File: config.mk
export PLATFORM = sky130hd
export DESIGN_NAME = aes_round_scheduler
export DESIGN_NICKNAME = d
export VERILOG_FILES = /design/src/rtl/aes_ctrl_pkg.sv /design/src/rtl/rr_arbiter.sv /design/src/rtl/aes_round_scheduler.sv
export SDC_FILE = /design/constraint.sdc
export NUM_CORES = 1
export LEC_CHECK = 0
export CAP_MARGIN = 30
export CORE_UTILIZATION = 46
export CTS_CLUSTER_DIAMETER = 40
export DETAILED_ROUTE_END_ITERATION = 8
export GPL_TIMING_DRIVEN = 0
export HOLD_SLACK_MARGIN = 0.08
export PLACE_DENSITY = 0.83
export RECOVER_POWER = 100
export REMOVE_ABC_BUFFERS = 1
export SYNTH_ARGS = -nofsm -noshare
export SYNTH_HDL_FRONTEND = slang
export SYNTH_SLANG_ARGS = --single-unit
File: constraint.sdc
create_clock -name clk -period 4.1 [get_ports clk]
set_input_delay 0.41 -clock clk [delete_from_list [all_inputs] [get_ports clk]]
set_output_delay 0.41 -clock clk [all_outputs]
set_load 0.1 [all_outputs]
File: src/rtl/aes_ctrl_pkg.sv
// Shared control definitions for the iterative AES round datapath:
// key-size encodings, round counts and the scheduler state type.
package aes_ctrl_pkg;

   localparam int ROUND_IDX_W = 4;

   localparam logic [1:0] KEY128 = 2'b00;
   localparam logic [1:0] KEY192 = 2'b01;
   localparam logic [1:0] KEY256 = 2'b10;

   typedef enum logic [1:0] {
      IDLE,
      ROUND,
      DONE
   } state_t;

   // Both 2'b10 and 2'b11 select a 256-bit key, hence the default arm.
   function automatic logic [ROUND_IDX_W-1:0] nr_of(input logic [1:0] sel);
      case (sel)
         KEY128:  return 4'd10;
         KEY192:  return 4'd12;
         default: return 4'd14;
      endcase
   endfunction

endpackage

File: src/rtl/rr_arbiter.sv
// Combinational round-robin pick: first valid requester at or after ptr,
// wrapping. The caller owns and advances the pointer.
module rr_arbiter #(
   parameter int NUM_REQ = 2
) (
   input  logic [NUM_REQ-1:0] valid,
   input  logic [1:0]         ptr,
   output logic [NUM_REQ-1:0] grant,
   output logic [1:0]         grantIdx,
   output logic               anyValid
);

   // Scan offsets from the pointer outward; the first hit wins and blocks the rest.
   always_comb begin
      grant    = '0;
      grantIdx = '0;
      anyValid = 1'b0;
      for (int off = 0; off < NUM_REQ; off++) begin
         for (int i = 0; i < NUM_REQ; i++) begin
            if (!anyValid && valid[i] && (i == (int'(ptr) + off) % NUM_REQ)) begin
               grant[i] = 1'b1;
               grantIdx = 2'(i);
               anyValid = 1'b1;
            end
         end
      end
   end

endmodule

File: src/rtl/aes_round_scheduler.sv
// Round-robin job arbiter and round sequencer for one shared AES round
// datapath: load, Nr rounds, then a response handshake to the owner.
module aes_round_scheduler #(
   parameter int NUM_REQ = 2
) (
   input  logic                 clk,
   input  logic                 reset,
   input  logic                 enable,
   input  logic [NUM_REQ-1:0]   req_valid,
   input  logic [2*NUM_REQ-1:0] req_sel,
   input  logic [NUM_REQ-1:0]   req_decrypt,
   output logic [NUM_REQ-1:0]   req_ready,
   output logic [NUM_REQ-1:0]   resp_valid,
   input  logic [NUM_REQ-1:0]   resp_ready,
   output logic                 dp_load,
   output logic                 dp_round_en,
   output logic [3:0]           dp_round_idx,
   output logic                 dp_final,
   output logic                 dp_decrypt,
   output logic [1:0]           dp_sel,
   output logic [1:0]           grant_id,
   output logic                 busy
);

   import aes_ctrl_pkg::*;

   state_t                 state, stateNext;
   logic [ROUND_IDX_W-1:0] roundCnt, roundCntNext;
   logic [1:0]             rrPtr;
   logic [NUM_REQ-1:0]     winGrant;
   logic [1:0]             winIdx;
   logic                   anyValid;
   logic [1:0]             winSel;
   logic                   winDec;
   logic                   accept;
   logic                   lastIdx;

   rr_arbiter #(.NUM_REQ(NUM_REQ)) arbiter (
      .valid    (req_valid),
      .ptr      (rrPtr),
      .grant    (winGrant),
      .grantIdx (winIdx),
      .anyValid (anyValid)
   );

   // Pull the winning requester's job parameters out of the flat input buses.
   always_comb begin
      winSel = '0;
      winDec = 1'b0;
      for (int i = 0; i < NUM_REQ; i++) begin
         if (winGrant[i]) begin
            winSel = req_sel[2*i +: 2];
            winDec = req_decrypt[i];
         end
      end
   end

   // Encrypt ends on index Nr, decrypt on index 0; Nr comes from the latched key size.
   assign lastIdx = dp_decrypt ? (roundCnt == '0) : (roundCnt == nr_of(dp_sel));

   // Next-state and per-cycle datapath controls; roundCnt holds the index for the next round.
   always_comb begin
      stateNext    = state;
      roundCntNext = roundCnt;
      req_ready    = '0;
      resp_valid   = '0;
      dp_load      = 1'b0;
      dp_round_en  = 1'b0;
      dp_round_idx = '0;
      dp_final     = 1'b0;
      accept       = 1'b0;
      case (state)
         IDLE: begin
            if (enable && !reset && anyValid) begin
               accept       = 1'b1;
               req_ready    = winGrant;
               dp_load      = 1'b1;
               dp_round_idx = winDec ? nr_of(winSel) : '0;
               roundCntNext = winDec ? nr_of(winSel) - 4'd1 : 4'd1;
               stateNext    = ROUND;
            end
         end
         ROUND: begin
            dp_round_idx = roundCnt;
            if (enable) begin
               dp_round_en = 1'b1;
               dp_final    = lastIdx;
               if (lastIdx) begin
                  stateNext = DONE;
               end else begin
                  roundCntNext = dp_decrypt ? roundCnt - 4'd1 : roundCnt + 4'd1;
               end
            end
         end
         DONE: begin
            for (int i = 0; i < NUM_REQ; i++) begin
               if (2'(i) == grant_id) begin
                  resp_valid[i] = 1'b1;
                  if (resp_ready[i]) begin
                     stateNext = IDLE;
                  end
               end
            end
         end
         default: stateNext = IDLE;
      endcase
   end

   // Job parameters and the round-robin pointer only move on an accepted request.
   always_ff @(posedge clk or posedge reset) begin
      if (reset) begin
         state      <= IDLE;
         roundCnt   <= '0;
         rrPtr      <= '0;
         grant_id   <= '0;
         dp_sel     <= '0;
         dp_decrypt <= 1'b0;
      end else begin
         state    <= stateNext;
         roundCnt <= roundCntNext;
         if (accept) begin
            grant_id   <= winIdx;
            dp_sel     <= winSel;
            dp_decrypt <= winDec;
            rrPtr      <= (winIdx == 2'(NUM_REQ - 1)) ? 2'd0 : winIdx + 2'd1;
         end
      end
   end

   assign busy = (state != IDLE);

endmodule

Yosys cells after proc, flatten, opt, wreduce, memory -nomap -nowiden --
Cells that the tools add are included.
Storage, ports and cells: output and inout port bits 17, bits in writable memories 0, bits in registers 12, memories kept 0, bits of input ports 13, bits in read-only memories 0, latch bits 0
Cells by class: divide/modulo/power cells 0, multiply operators 0, muxes and demuxes 48, shifts and indexed selects 0, bitwise gates (word level) 1, add/sub/neg operators 5, order comparisons 0, equality and inequality tests 12, reductions and logical operators 24
Operators by type and width (count):
- zero test 32 bit | 2
- two-way mux 4 bit | 9
- two-way mux 2 bit | 12
- two-way mux 1 bit | 22
- one-hot mux 4 bit (2 select lines) | 2
- one-hot mux 3 bit (2 select lines) | 2
- logical AND 1 bit | 9
- == test 2 x 1 -> 1 bit, second input constant | 4
- zero test 2 bit | 4
- inequality test 2 bit, second input constant | 4
- subtractor 4 x 1 -> 4 bit, second input constant | 2
- one-hot mux 2 bit (3 select lines) | 1
- adder 4 x 1 -> 4 bit, second input constant | 1
- == test 4 bit | 1
- zero test 1 bit | 4
- zero test 4 bit | 1
- AND reduction 4 bit | 1
- nonzero test 2 bit | 2
- AND reduction 3 bit | 1
- adder 1 bit, second input constant | 2
- == test 1 x 2 -> 1 bit, first input constant | 1
- == test 2 bit, first input constant | 1
- == test 2 bit, second input constant | 1
- AND 1 bit, first input constant | 1

Longest topological paths before layout --
Gate-level depths: netlist (run 1).
depth after elaboration 24, mapped depth 7, depth with buffers taken out 7

Modules after synthesis --
Synthesis (run 1) repeated with hierarchy kept, for this count alone.
Unflattened totals: cell total of the unflattened synthesis 106, area, all modules 973.4 um^2
Modules (own cells, without submodules):
- aes_round_scheduler | cells each 99, area each 929.6 um^2, seq. area each 325.3 um^2, times used 1
- rr_arbiter | cells each 7, area each 43.8 um^2, seq. area each 0.0 um^2, times used 1

Worst setup path before layout (run 1) --
OpenSTA, ideal clock, no wires.
kind register -> output, start register state[1], end output port dp_round_idx[2], required time 3690 ps, path buffers 1, path slack -190 ps, stages on the path, launching flop included 6, data arrival time 3880 ps, cell sequence dfrtp_1 -> or2_1 -> nor3b_2 -> o21ai_1 -> clkbuf_1 -> o31ai_1
Between the ends: cells in the longest elaborated chain, start to end 2, elaborated cells between the ends (all ways) 3, those cells by class 1 x eq/ne; 1 x mux; 1 x reduce/logical
RTL lines:
- start, declared | RTL line aes_round_scheduler.sv:27 | state_t state, stateNext;
- start signal, assigned | RTL line aes_round_scheduler.sv:119 | state <= stateNext;
- == test 2 x 1 -> 1 bit or zero test 2 bit (tied branches) | RTL line aes_round_scheduler.sv:72 | case (state)
- one-hot mux 4 bit (2 select lines) * | RTL line aes_round_scheduler.sv:72
- end, declared | RTL line aes_round_scheduler.sv:17 | output logic [3:0] dp_round_idx,
Every way passes the cells marked *; elsewhere a longest branch is shown, timed or not.

Final worst setup path (run 1) --
start input port reset, end output port dp_round_idx[1]
Between the ends: cells in the longest elaborated chain, start to end 5
RTL lines:
- start, declared | RTL line aes_round_scheduler.sv:7 | input logic reset,
- zero test 1 bit (no source line)
- logical AND 1 bit (2 in series) | RTL line aes_round_scheduler.sv:74 | if (enable && !reset && anyValid) begin
- two-way mux 4 bit | RTL line aes_round_scheduler.sv:74
- one-hot mux 4 bit (2 select lines) | RTL line aes_round_scheduler.sv:72
No other way between the ends.

==> metrics.txt, run 1 <==
result of the run=complete, no violations; adder and majority cell fraction of the synthesized area=7.30%; Storage cell area=275 µm²; setup fix buffers added after clock tree synthesis=0; ratio of final minimum period to clock period=86.4%; final count of hold timing violations=0; RSZ-0062 raised after global routing=false; wire length of the first global-routing pass=3.14 mm; half-perimeter wire length of the detailed placement result=1.46 mm; Clock Root Buffer=sky130_fd_sc_hd__clkbuf_4; die footprint=1880 µm²; fill count=122; share of the synthesized area in compound gates (AO/OA/AOI/OAI)=22.1%; antenna violation net count after detailed routing=0; kind of start point of the critical path=input pin; number of distinct library cells after synthesis=36; first drt pass iteration count=4; type of the tightest min-delay check=register to register; RD Place Congestion=0.742; maximum number of pins on one net before global-route repair=13; Synth top cells by count=sky130_fd_sc_hd__dfrtp_1, sky130_fd_sc_hd__inv_1, sky130_fd_sc_hd__nand2_1, sky130_fd_sc_hd__nor2_1; count of nets after finishing=133; maximum clock rate=282 MHz; Routed Wire Length=1.87 mm; share of final-layout standard cells stronger than drive strength 1=6.96%; crit path max fanout=12; H-Tree Depth=1; standard cell core area=1560 µm²; multi-input combinational cell area=452 µm²; biggest area consumer among synthesized cells=sky130_fd_sc_hd__dfrtp_1; slew margin rel.=34.0%; PnR worst setup slack=0.559 ns; final number of max-transition violations=0; global route total overflow=0; Final Critical Period=3.54 ns; via count of the first global-routing pass=737; Yosys Warn Count=0; post-synthesis instance total=85; CP cell instances=dlygate4sd3_1, nor3b_2, o21ai_1, nor2_1, a22o_2, dlygate4sd3_1; parity-gate share of the synthesized area counting xor and xnor cells=3.33%; type of the setup path with the least slack=input pin to output port; Layout Area Growth over Synthesis=38.4%; Max Root-Sink Buffers=2; data required time at the worst endpoint=3.69 ns; number of vias after detailed routing=731; mux share of post-synthesis cell area=8.41%; Clk Latency, worst-skew pair=0.28 ns; number of gates resized after CTS=0; commonest register cell after synthesis=sky130_fd_sc_hd__dfrtp_1; TritonCTS clock tree=built; simple-gate area share of the yosys netlist=17.3%; starting density of the core=50.6%; Max Cap Violations=0; count of input and output buffers=28; Post-Route Utilization=70.0%; area share of the leading cell type in the synthesized netlist=34.9%; gate family responsible for the most delay along the worst path=buffers and inverters; Crit path top cell by count=sky130_fd_sc_hd__dlygate4sd3_1; Post-CTS Hold Buffers=0; Worst Path Arrival=3.13 ns; most frequent cell after synthesis=sky130_fd_sc_hd__dfrtp_1; syn_area_per_cell=9.27 µm²; register clock-pin slew on the reported worst setup and hold paths=0.08 ns; die extent in y=43.4 µm; overall routing resource usage=22.2%; number of placement rows=14; post-DR wirelength/cell=14.3 µm; antenna diode instance count=0; initial antenna violation count=0; Iter 0 DRT Violations=10; netlist area before placement=788 µm²; worst slack after detailed placement=0.672 ns; number of vias per cell=5.58; Setup violations, final=0; largest cells by area after synthesis=sky130_fd_sc_hd__dfrtp_1, sky130_fd_sc_hd__mux2_4, sky130_fd_sc_hd__ha_1; Clock Skews=0.00807 ns; flop and latch count out of synthesis=11; count of flip-flops with a built-in enable after synthesis=0; I/O pin count=30; CP endpoint kind=output port; Buf+Inv Stages, Crit Path=2; Num CTS Buffers=3; slew at the pin with the worst max-slew slack=0.987 ns; biggest cell delay along the critical path=1.20 ns; cell with the biggest individual delay on the critical path=sky130_fd_sc_hd__dlygate4sd3_1; total DRC errors in the routed layout=0; largest family of logic cells by synthesized area=compound AO/OA/AOI/OAI gates; asr flop ratio synth=100%; number of clock sinks=11; sequential-to-total area share from yosys stat=34.9%; die width=43.4 µm
## final cells by class
type | count | area share (%)
clock buffer | 4 | 2.41
multi-input combinational | 62 | 41.4
inverter | 10 | 3.44
sequential | 11 | 25.2
timing repair buffer | 28 | 25.7
tap | 16 | 1.83
## stage by stage
stage	hold slack (ns)	instance area (µm²)	setup TNS (ns)	std cells
after floorplan	0.262	777	-0.147	83
after global placement	0.501	1080	0	127
after detailed placement	0.509	1080	0	127
after CTS	0.486	1100	0	131
after global routing	0.597	1090	0	131
final	0.533	1090	0	131
## per-layer routing
layer	part of all wire, %	GRT usage, %	wire [µm]	vias to the layer above
li1	-	-	-	359
met1	46	28.5	854	345
met2	47	37.0	884	24
met3	6.0	6.25	112	3
met4	0.91	5.63	17	0
met5	0	0	0	-
## worst paths after layout
| kind | endpoint | cells past startpoint | slack (ns) | startpoint |
|---|---|---|---|---|
| max | dp_round_idx[1] | 6 | 0.56 | reset |
| min reg2reg | dp_sel[1] | 2 | 0.53 | dp_sel[1] |
| max in group asynchronous | state[0] | 2 | 3.17 | reset |
| min in group asynchronous | dp_decrypt | 2 | 0.61 | reset |
| min | dp_sel[1] | 2 | 0.53 | dp_sel[1] |
| max reg2reg | roundCnt[3] | 5 | 2.04 | state[1] |
## layout by cell type, fill, tap and decap left out, drive strengths merged, types with 2 or more instances in the layout
| cell | synthesis | final |
|---|---|---|
| dlygate4sd3 | 0 | 18 |
| dfrtp | 11 | 11 |
| inv | 10 | 10 |
| clkdlybuf4s50 | 0 | 10 |
| nand2 | 6 | 6 |
| nor2 | 6 | 6 |
| o22ai | 4 | 4 |
| a21o | 4 | 4 |
| o21ai | 4 | 4 |
| mux2 | 4 | 4 |
| clkbuf | 1 | 4 |
| nand2b | 3 | 3 |
| a32oi | 3 | 3 |
| ha | 3 | 3 |
| and3 | 2 | 2 |
| or2 | 2 | 2 |
| a21oi | 2 | 2 |
| xnor2 | 2 | 2 |
## worst reg2reg max path: stages, from the launching register on
cell and delay (ns):
sky130_fd_sc_hd__dfrtp_1 0.41, sky130_fd_sc_hd__or2_1 0.27, sky130_fd_sc_hd__nor3b_2 0.23, sky130_fd_sc_hd__o21ai_1 0.30
sky130_fd_sc_hd__a32o_1 0.39, sky130_fd_sc_hd__mux2_1 0.34
## state kept, by name (all words and copies together) (netlist names)
signal,count
dp_decrypt,1
dp_sel,2
grant_id,1
roundCnt,4
state,2
rrPtr,1
## cell families after synthesis
logic type / Yosys count
compound gates: 24
simple gates: 25
buf+inv: 12
fa+ha+maj: 4
flops: 11
xor+xnor: 3
mux: 5
other cells: 1
Power of run 1 is left out: the tool's default activity adds up to more than one toggle a clock period on the data nets, which glitch-free logic cannot reach.
==> run 2, diff against run 1 <==
Settings changed: ABC_AREA set to 1, ABC_CLOCK_PERIOD_IN_PS set to 4100, CORE_UTILIZATION 46 to 48, SKIP_CTS_REPAIR_TIMING set to 1.
==> run 2 against run 1 <==
Clock-buffer cell count unchanged. Worst setup slack got worse by 0.14 ns. Register-to-register slack improved by 0.51 ns. Worst hold slack better by 0.0053 ns. Global-route usage increased by 1.8 points. Clock skew shrank 0.0041 ns. Core utilization decreased by 0.81 points. Critical path depth increased by 1. Routed wire length rose by 16%. Non-clock buffer count is the same. Design area increased by 11%. Maximum frequency is 3.7% lower. Critical endpoint is now dp_round_idx[2].
==> metrics.txt, run 2 <==
result of the run=complete, no violations; capture point of the worst path=dp_round_idx[2]; Worst Path Arrival=3.27 ns; Yosys Warn Count=0; overall routing resource usage=24.0%; Clock Skews=0.00399 ns; worst setup path startpoint=reset; data required time at the worst endpoint=3.69 ns; sequential-to-total area share from yosys stat=30.6%; count of flip-flops with a built-in enable after synthesis=0; launching point of the worst reg2reg path=dp_decrypt; largest cells by area after synthesis=sky130_fd_sc_hd__dfrtp_1, sky130_fd_sc_hd__nand2_1, sky130_fd_sc_hd__inv_1; asr flop ratio synth=100%; Worst Reg-to-Reg Cells=6; Layout Area Growth over Synthesis=34.2%; antenna diode instance count=0; area share of the leading cell type in the synthesized netlist=30.6%; Max Cap Violations=0; number of placement rows=15; Num CTS Buffers=3; half-perimeter wire length of the detailed placement result=1.71 mm; Routed Wire Length=2.16 mm; Max Root-Sink Buffers=2; syn_area_per_cell=7.03 µm²; type of the setup path with the least slack=input pin to output port; number of vias per cell=4.91; antenna violation net count after detailed routing=0; number of clock sinks=11; Iter 0 DRT Violations=28; type of the tightest min-delay check=register to register; wire length of the first global-routing pass=3.40 mm; commonest register cell after synthesis=sky130_fd_sc_hd__dfrtp_1; ratio of final minimum period to clock period=89.7%; Final Critical Period=3.68 ns; flop and latch count out of synthesis=11; netlist area before placement=900 µm²; biggest area consumer among synthesized cells=sky130_fd_sc_hd__dfrtp_1; maximum clock rate=272 MHz; maximum number of pins on one net before global-route repair=14; slew at the pin with the worst max-slew slack=0.994 ns; RSZ-0062 raised after global routing=false; count of input and output buffers=28; crit path max fanout=13; die extent in y=45.3 µm; TritonCTS clock tree=built; CP endpoint kind=output port; die width=45.3 µm; I/O pin count=30; global route total overflow=0; final count of hold timing violations=0; share of final-layout standard cells stronger than drive strength 1=8.86%; H-Tree Depth=1; most common cell after layout, fill and taps aside=sky130_fd_sc_hd__nand2_1; post-DR wirelength/cell=11.8 µm; standard cell core area=1750 µm²; total DRC errors in the routed layout=0; Clock Root Buffer=sky130_fd_sc_hd__clkbuf_4; RD Place Congestion=0.795; Synth top cells by count=sky130_fd_sc_hd__nand2_1, sky130_fd_sc_hd__inv_1, sky130_fd_sc_hd__dfrtp_1, sky130_fd_sc_hd__nor2_1, sky130_fd_sc_hd__nand3_1; final number of max-transition violations=0; initial antenna violation count=0; die footprint=2050 µm²; commonest non-fill, non-tap cells in the layout=sky130_fd_sc_hd__nand2_1, sky130_fd_sc_hd__inv_1, sky130_fd_sc_hd__dlygate4sd3_1; total negative slack for setup checks=0 ns; setup slack of the worst register-to-register path=2.55 ns; Setup violations, final=0; Clk Latency, worst-skew pair=0.28 ns; starting density of the core=51.5%; number of distinct library cells after synthesis=30; top flop regs=roundCnt: 4 flops, dp_sel: 2 flops, state: 2 flops; register clock-pin slew on the reported worst setup and hold paths=0.08 ns; worst reg2reg endpoint=roundCnt[1]; register ranked first by flip-flop count=roundCnt; slew margin rel.=33.5%; first drt pass iteration count=4; kind of start point of the critical path=input pin; post-synthesis instance total=128; most frequent cell after synthesis=sky130_fd_sc_hd__nand2_1; via count of the first global-routing pass=772; count of nets after finishing=176; flip-flop count of the largest register after layout=4; number of vias after detailed routing=899
-- run 2: changes by cell type in the layout (fill, tap and decap cells not counted), moves of 4 or more --
cell | before | now
sky130_fd_sc_hd__inv_1 | 10 | 19
sky130_fd_sc_hd__nand3_1 | 0 | 8
sky130_fd_sc_hd__nand2_1 | 6 | 38
sky130_fd_sc_hd__a21o_1 | 4 | 0
-- run 2: worst min-delay path by stage --
| stage | cells past startpoint | from | endpoint | slack [ns] |
|---|---|---|---|---|
| floorplan | 1 | reset | dp_decrypt | 0.30 |
| global placement | 2 | dp_sel[0] | dp_sel[0] | 0.51 |
| detailed placement | 2 | dp_sel[0] | dp_sel[0] | 0.52 |
| CTS | 2 | reset | roundCnt[2] | 0.50 |
| global route | 2 | dp_sel[0] | dp_sel[0] | 0.54 |
| finish | 2 | dp_sel[0] | dp_sel[0] | 0.54 |
-- run 2: final cells by class --
cell class,instances,area [µm²]
Clock buffer,4,26.3
Timing Repair Buffer,28,280
Multi-Input combinational cell,94,512
Tap cell,25,31.3
Inverter,21,82.6
Sequential cell,11,275
Fill cell,152,538
-- run 2: critical path, cell delays in order --
cell and delay [ns]:
sky130_fd_sc_hd__dlygate4sd3_1 0.53, sky130_fd_sc_hd__inv_1 0.43, sky130_fd_sc_hd__nand4_4 0.22, sky130_fd_sc_hd__inv_1 0.21, sky130_fd_sc_hd__nand2_1 0.13, sky130_fd_sc_hd__o22ai_1 0.16
sky130_fd_sc_hd__clkdlybuf4s50_1 1.16
-- run 2: routing by layer --
| layer | wire length (µm) | up-vias | track usage [%] |
|---|---|---|---|
| li1 | - | 462 | - |
| met4 | 41 | 0 | 10.9 |
| met2 | 1100 | 35 | 40.0 |
| met3 | 80 | 4 | 3.60 |
| met1 | 942 | 398 | 30.4 |
| met5 | 0 | - | 0 |
-- run 2: kinds of logic (layout without fill, tap and decap cells) --
logic type,Yosys count,after routing,synth area share [%]
simple gates,69,69,37.0
buf+inv,23,53,11.4
compound gates,18,18,12.2
flops,11,11,30.6
fa+ha+maj,4,4,6.40
xor+xnor,2,2,1.95
other cells,1,1,0.417
-- run 2: metrics by stage --
stage / hold slack (ns) / util, % / setup slack (ns) / instances / area [µm²]
final: 0.539 / 69.2 / 0.421 / 183 / 1210
after global placement: 0.511 / 68.3 / 0.673 / 179 / 1190
after global routing: 0.542 / 69.2 / 0.262 / 183 / 1210
after detailed placement: 0.519 / 68.3 / 0.632 / 179 / 1190
after floorplan: 0.301 / - / 0.230 / 126 / 881
after CTS: 0.495 / 69.8 / 0.619 / 183 / 1220
Power of run 2 is left out for the same reason.
==> run 3, diff against run 2 <==
Settings changed: SLEW_MARGIN set to 20.
==> results of run 3 <==
Final layout, timing and power as in run 2 (identical DEF).
Power of run 3 is left out for the same reason.
